File: config.mk
export PLATFORM = sky130hd
export DESIGN_NAME = piso_sched
export DESIGN_NICKNAME = d
export VERILOG_FILES = /design/src/rtl/piso_sched.sv
export SDC_FILE = /design/constraint.sdc
export NUM_CORES = 1
export LEC_CHECK = 0
export ABC_CLOCK_PERIOD_IN_PS = 1800
export BUFFER_PORTS_ARGS = -buffer_cell sky130_fd_sc_hd__buf_2
export CAP_MARGIN = 20
export CORE_AREA = 10 10 57 59
export CTS_CLUSTER_SIZE = 10
export DETAILED_ROUTE_END_ITERATION = 16
export DIE_AREA = 0 0 67 69
export HOLD_SLACK_MARGIN = 0.1
export PLACE_DENSITY = 0.8
export SKIP_LAST_GASP = 1
export SLEW_MARGIN = 10
export SYNTH_ARGS = -nofsm -noshare
export SYNTH_HDL_FRONTEND = slang
export SYNTH_SLANG_ARGS = --single-unit
File: constraint.sdc
create_clock -name clk -period 1.8 [get_ports clk]
set_clock_uncertainty 0.15 [all_clocks]
set_input_delay 0.18 -clock clk [delete_from_list [all_inputs] [get_ports clk]]
set_output_delay 0.18 -clock clk [all_outputs]
set_load 0.02 [all_outputs]
File: src/rtl/piso_sched.sv
// piso_sched
// Two-requester round-robin scheduler and sequencer for one shared N-bit
// parallel-in/serial-out shift register that shifts LSB first.
// A request is taken only when the sequencer is idle, or on the last serial
// bit when GAP==0. The winning word goes to the shift register through
// piso_load/piso_data. Framing strobes line up cycle-for-cycle with the
// serial bits.
//
// Ports
//   clk                    clock, rising edge
//   rst                    synchronous reset, active low
//   en                     1 = new words may be accepted
//   req0_valid/req0_data   requester 0 word offer
//   req0_ready             requester 0 word accepted this cycle
//   req1_valid/req1_data   requester 1 word offer
//   req1_ready             requester 1 word accepted this cycle
//   piso_load              load strobe to the shift register (registered)
//   piso_data              parallel word to the shift register (registered, held)
//   ser_valid              serial output carries a data bit this cycle
//   ser_first / ser_last   bit 0 / bit N-1 of the word
//   ser_src                requester that owns the current word
//   bit_idx                index of the current serial bit (0 outside SHIFT)
//   busy                   sequencer not idle
//
// state   | meaning
// --------+------------------------------------------------------------
// S_IDLE  | waiting for a request; accepts immediately when en=1
// S_LOAD  | piso_load high for one cycle, serial output forced off
// S_SHIFT | N serial bits; on the last bit may accept again (GAP==0)
// S_GAP   | GAP idle cycles after the last bit, then back to idle

module piso_sched #(
    parameter int N   = 4,
    parameter int GAP = 0,
    parameter int BW  = $clog2(N)
) (
    input  logic          clk,
    input  logic          rst,
    input  logic          en,
    input  logic          req0_valid,
    input  logic [N-1:0]  req0_data,
    output logic          req0_ready,
    input  logic          req1_valid,
    input  logic [N-1:0]  req1_data,
    output logic          req1_ready,
    output logic          piso_load,
    output logic [N-1:0]  piso_data,
    output logic          ser_valid,
    output logic          ser_first,
    output logic          ser_last,
    output logic          ser_src,
    output logic [BW-1:0] bit_idx,
    output logic          busy
);

    typedef enum logic [1:0] {
        S_IDLE  = 2'd0,
        S_LOAD  = 2'd1,
        S_SHIFT = 2'd2,
        S_GAP   = 2'd3
    } state_t;

    localparam logic [BW-1:0] LAST_IDX = BW'(N - 1);
    localparam logic [3:0]    GAP_INIT = 4'((GAP > 0) ? (GAP - 1) : 0);
    localparam logic          NO_GAP   = (GAP == 0);

    state_t        state;
    logic          rr_ptr;     // requester preferred when both are valid
    logic [3:0]    gap_cnt;    // down-counter, terminal count at zero
    logic          last_bit;
    logic          accept_ok;
    logic          winner;
    logic          accept;
    logic [BW-1:0] next_idx;

    always_comb begin
        last_bit  = (state == S_SHIFT) && (bit_idx == LAST_IDX);
        accept_ok = en & rst & ((state == S_IDLE) | (last_bit & NO_GAP));
        // A lone valid requester always wins; a tie goes to the pointer.
        winner     = (req0_valid & req1_valid) ? rr_ptr : req1_valid;
        req0_ready = accept_ok & req0_valid & ~winner;
        req1_ready = accept_ok & req1_valid & winner;
        accept     = req0_ready | req1_ready;
        next_idx   = bit_idx + 1'b1;
    end

    always_ff @(posedge clk) begin
        if (!rst) begin
            state     <= S_IDLE;
            rr_ptr    <= 1'b0;
            gap_cnt   <= '0;
            piso_load <= 1'b0;
            piso_data <= '0;
            ser_valid <= 1'b0;
            ser_first <= 1'b0;
            ser_last  <= 1'b0;
            ser_src   <= 1'b0;
            bit_idx   <= '0;
            busy      <= 1'b0;
        end else begin
            // Strobes are registered from the next state so they line up
            // with that state's cycle.
            piso_load <= 1'b0;
            ser_valid <= 1'b0;
            ser_first <= 1'b0;
            ser_last  <= 1'b0;
            bit_idx   <= '0;
            if (accept) begin
                piso_data <= winner ? req1_data : req0_data;
                ser_src   <= winner;
                rr_ptr    <= ~winner;
                state     <= S_LOAD;
                piso_load <= 1'b1;
                busy      <= 1'b1;
            end else begin
                case (state)
                    S_IDLE: begin
                        busy <= 1'b0;
                    end
                    S_LOAD: begin
                        state     <= S_SHIFT;
                        ser_valid <= 1'b1;
                        ser_first <= 1'b1;
                        busy      <= 1'b1;
                    end
                    S_SHIFT: begin
                        if (last_bit) begin
                            if (GAP > 0) begin
                                state   <= S_GAP;
                                gap_cnt <= GAP_INIT;
                                busy    <= 1'b1;
                            end else begin
                                state <= S_IDLE;
                                busy  <= 1'b0;
                            end
                        end else begin
                            bit_idx   <= next_idx;
                            ser_valid <= 1'b1;
                            ser_last  <= (next_idx == LAST_IDX);
                            busy      <= 1'b1;
                        end
                    end
                    S_GAP: begin
                        if (gap_cnt == 4'd0) begin
                            state <= S_IDLE;
                            busy  <= 1'b0;
                        end else begin
                            gap_cnt <= gap_cnt - 4'd1;
                            busy    <= 1'b1;
                        end
                    end
                    default: begin
                        state <= S_IDLE;
                        busy  <= 1'b0;
                    end
                endcase
            end
        end
    end

endmodule

==> results of run 1 <==
## logic make-up after synthesis
group / Yosys count
fa+ha+maj: 8
xor+xnor: 1
flops: 19
simple gates: 25
mux: 5
compound gates: 23
buf+inv: 13
## final cells by class
type	count	area share (%)
tap	28	2.68
sequential	19	29.7
clock buffer	4	2.01
multi-input combinational	62	41.1
inverter	10	2.87
timing repair buffer	42	21.6
## timing repair
action	in CTS	in global routing
setup endpoints to repair	2	6
gates resized for setup	8	14
hold buffers	10	1
buffers inserted	1	2
pin swaps	0	2
endpoints found under the hold margin	6	1
## per-stage QoR
| stage | power, uW | hold slack [ns] | setup WS (ns) | instance area (um^2) |
|---|---|---|---|---|
| after floorplan | 831 | 0.214 | 0.0663 | 902 |
| after global placement | 942 | 0.288 | 0.111 | 1070 |
| after detailed placement | 959 | 0.304 | 0.0488 | 1070 |
| after CTS | 1240 | 0.124 | -0.00286 | 1230 |
| after global routing | 1380 | 0.145 | -0.0819 | 1310 |
| final | 1300 | 0.133 | 0.0134 | 1310 |
## registers in the layout, summed over array words and instances, names as in the netlist
signal     flops
rr_ptr         1
ser_valid      1
bit_idx        2
state          2
piso_data      4
ser_first      1
ser_last       1
gap_cnt        4
busy           1
ser_src        1
piso_load      1
## synth_stat cells, drive strengths merged
master  instances
nand2b          1
nand2           4
or3             1
ha              8
a21boi          1
nand3           6
mux2i           5
nor4            1
or2             1
nor2b           1
inv            10
o211a           1
dfxtp          19
a31oi           1
or3b            1
nor2            4
and2            1
clkbuf          1
o2111a          1
and3            2
buf             2
nor3            2
o211ai          2
o22ai           1
o21ai           8
a21oi           4
o31ai           2
xnor2           1
a31o            2
## worst paths after layout
check | endpoint | cells after the start
setup reg to reg | state[0] | 6
setup / recovery | state[0] | 6
hold / removal | rr_ptr | 2
hold reg to reg | bit_idx[0] | 1
## worst max-delay path, cell delays in order, from the launching register on
cell,delay [ns]
dfxtp_1,0.35
inv_1,0.11
ha_1,0.15
or3b_4,0.40
a21oi_2,0.22
o31ai_1,0.10
a31o_1,0.22
## where the power goes
group / switching, uW / internal, uW
sequential: 47.1 / 490
clock: 124 / 86.1
combinational: 303 / 249
total: 473 / 825
## per-layer routing
layer,GRT usage [%],routed length (um)
met3,3.06,146
met4,6.11,48
met2,13.9,1220
met1,9.47,834
met5,0,0
==> flow_summary.yaml, run 1 <==
clock_tree:
  h-tree-depth: 1
  clk_pin_slew_ns: 0.10
  clk_path_buf_depth: 2
  cts_buffers: 3
  tritoncts: "built"
  clock_latency_ns: 0.29
  numClockSinks: 19
  root_buffer: "clkbuf_4"
global_routing:
  grt_overflow_total: 0
  antenna_found_initial: 0
  grt_usage_pct: 8.85
  grt_pass1_wl_mm: 3.30
  grt_pass1_vias: 735
  grt_max_degree: 20
finish:
  final_nets: 159
  ff_latch_area_um2: 388
  mostFrequentLayoutCells: "23 x buf_2, 15 x dfxtp_1, 10 x dlygate4sd3_1"
  final_core_util_pct: 60.9
  layout_commonest_cell: "buf_2"
  syn2layout_area_growth_pct: 44.9
  drive_gt1_share_pct: 40.1
  fill_cells: 172
  num_antenna_cells: 0
  final_cells: 165
  multiInputGateArea_um2: 538
run_status:
  status: "finished, final reports clean"
synth:
  ys_ff_latch: 19
  synth_cells: 94
  synth_nets: 115
  yosysWarnings: 0
  synth.top_cell.area_share_pct: 42.2
  yosysTopAreaCell: "dfxtp_1"
  ys_types: 34
  synthMuxAreaShare_pct: 5.55
  synth_top_family_by_area: "compound AO/OA/AOI/OAI gates"
  synth_xor_area_share_pct: 0.971
  syn_area_um2: 902
  post_synth_fa_ha_maj_area_fraction_pct: 11.1
  seq_area_frac_synth_pct: 42.2
  avgSynthCellArea_um2: 9.60
  netlist_top_cells_area: "dfxtp_1 42%, ha_1 11%, mux2i_1 5.5%, inv_1 4.2%, o21ai_0 3.9%"
  synth_compound_area_share_pct: 19.7
  synth-simple-area-share_pct: 14.6
floorplan:
  rows: 17
  fp.dieArea_mm2: 0.00462
  die_h_um: 69
  start_util_pct: 42.0
  die_w_um: 67
  core_area_mm2: 0.00215
  pin_count: 27
power:
  powerDensity_mw_per_mm2: 993
  leakagePower_uw: 0.000602
  ir_worst_vdd_v: 0.000550
hold_path:
  holdCritPathClass: "in2reg"
  min_from: "rst"
timing:
  hold_violations: 0
  rsz0062_at_grt: "yes"
  drv_slew: 0
  finalSetupViolCount: 0
  tns_ns: 0
  max_freq_mhz: 560
  fin_crit_ns: 1.79
  fin_crit_sh_pct: 99.3
  max_slew_margin_pct: 78.8
  tightest_slew_ns: 0.318
detailed_routing:
  first_pass_iters: 4
  drc: 0
  ant_nets: 0
  routed_wl_mm: 2.25
  wl_per_cell_um: 13.6
  vias_per_cell: 4.95
  num_vias: 817
  drt_iter0_drc: 11
critical_path:
  critPathMaxFanout: 3
  cp-start-kind: "flip-flop"
  timing.rr.start: "gap_cnt[1]"
  arrival_ns: 1.83
  required_ns: 1.84
  rrSetupSlack_ns: 0.01
  crit_type: "reg2reg"
  crit_path_end_kind: "flip-flop"
  critPathLaunch: "gap_cnt[1]"
run:
  maxCapViolCount: 0
placement:
  place_inst: 148
  place_congestion: 0.747
  io_buffers: 26
  hpwl_mm: 1.52
(Power assumes the default switching activity.)
==> run 2: changes to the inputs <==
ABC_CLOCK_PERIOD_IN_PS = 2290   (was 1800)
CORE_AREA = 10 10 53 55   (was 10 10 57 59)
DIE_AREA = 0 0 63 65   (was 0 0 67 69)
PLACE_DENSITY = 0.89   (was 0.8)
clock period = 2.29 ns   (was 1.8 ns; I/O delays follow)
==> run 2 against run 1 <==
Hold slack better by 0.023 ns. Sequential share of layout area grew 3.0 points. Power fell by 29%. First-iteration DRC count decreased by 9.1%. Global-route usage rose by 1.4 points. Clock-buffer cell count unchanged. Flip-flop and latch count did not move. Sequential power decreased by 23%. Largest cell class unchanged.
==> flow_summary.yaml, run 2 (synthesized netlist as in run 1, its figures left out) <==
timing:
  tightest_slew_ns: 0.384
  finalSetupViolCount: 0
  fin_crit_sh_pct: 91.7
  setup_ws_ns: 0.191
  rsz0062_at_grt: "no"
  hold_violations: 0
  tns_ns: 0
  drv_slew: 0
  max_slew_margin_pct: 74.1
  fin_crit_ns: 2.10
  max_freq_mhz: 476
critical_path:
  critPathMaxFanout: 5
  required_ns: 1.91
  timing.rr.start: "state[0]"
  crit_type: "reg2out"
  arrival_ns: 1.72
  critPathLaunch: "state[0]"
  cp-start-kind: "flip-flop"
  crit_path_end_kind: "output port"
run:
  maxCapViolCount: 0
finish:
  layout_commonest_cell: "buf_2"
  final_nets: 152
  num_antenna_cells: 0
  fill_cells: 175
  top_regs: "gap_cnt: 4 flops, piso_data: 4 flops"
  mostFrequentLayoutCells: "26 x buf_2, 19 x dfxtp_1, 10 x inv_1"
  drive_gt1_share_pct: 28.5
  syn2layout_area_growth_pct: 29.0
detailed_routing:
  wl_per_cell_um: 12.9
  drt_iter0_drc: 10
  first_pass_iters: 4
  routed_wl_mm: 2.02
  vias_per_cell: 4.99
  drc: 0
  ant_nets: 0
  num_vias: 784
power:
  powerDensity_mw_per_mm2: 788
  ir_worst_vdd_v: 0.000467
  leakagePower_uw: 0.000572
placement:
  hpwl_mm: 1.55
  dp_slack_ns: 0.385
  io_buffers: 26
  place_congestion: 0.896
floorplan:
  start_util_pct: 48.5
  die_h_um: 65
  fp.dieArea_mm2: 0.00410
  pin_count: 27
  rows: 16
  core_area_mm2: 0.00186
  die_w_um: 63
clock_tree:
  clock_latency_ns: 0.29
  cts_buffers: 3
  h-tree-depth: 1
  numClockSinks: 19
  clk_pin_slew_ns: 0.10
  clk_path_buf_depth: 2
  cts_setup_buffers: 0
  cts-resized-gates: 0
  root_buffer: "clkbuf_4"
  cts_hold_buf: 8
  tritoncts: "built"
global_routing:
  grt_pass1_vias: 852
  grt_pass1_wl_mm: 3.55
  grt_max_degree: 20
  grt_overflow_total: 0
  grt_usage_pct: 10.2
  antenna_found_initial: 0
hold_path:
  holdCritPathClass: "in2reg"
  min_from: "req0_valid"
run_status:
  status: "finished, final reports clean"
run 2: cell types whose count changed in the layout (fill, tap and decap cells not counted), sizes merged:
cell / change
buf: -5
dlygate4sd3: -2
run 2: path summary, 6_finish.rpt:
path,to,slack (ns),depth (start not counted)
min reg2reg,bit_idx[0],0.32,1
max reg2reg,gap_cnt[3],0.30,6
max,req0_ready,0.19,7
min,ser_src,0.16,3
run 2: final cells by class:
cell class	instances	area (um^2)	area share [%]
multi-input cells	62	468	40.2
flip-flops and latches	19	380	32.7
repair buffers	35	218	18.7
inverters	10	37.5	3.23
well taps	27	33.8	2.90
clock buffers	4	26.3	2.26
run 2: critical path, stage by stage (launching register included):
cell and delay, ns:
dfxtp_1 0.45, inv_1 0.10, ha_1 0.29, a21oi_4 0.22, nor2_1 0.08, nand2_1 0.09
a21oi_1 0.04, buf_2 0.16
run 2: stage by stage:
step                      instance area [um^2]  util, %  power, uW  instances  hold slack (ns)
after floorplan                            902        -        653         94            0.263
after global placement                    1060     56.8        729        145            0.286
after detailed placement                  1060     56.8        748        145            0.307
after CTS                                 1160     62.5        924        157            0.149
after global routing                      1160     62.5        982        157            0.154
final                                     1160     62.5        917        157            0.156
run 2: metal layers:
metal	vias up	track usage [%]	share of wire, %
met3	0	4.98	10
met2	22	18.3	50
li1	401	-	-
met4	0	4.47	0
met5	-	0	0
met1	361	9.78	40
run 2: power by group:
part | total [uW] | switching (uW) | internal [uW]
Sequential | 415 | 36.9 | 378
Clock | 162 | 94.8 | 67.6
Combinational | 340 | 199 | 141
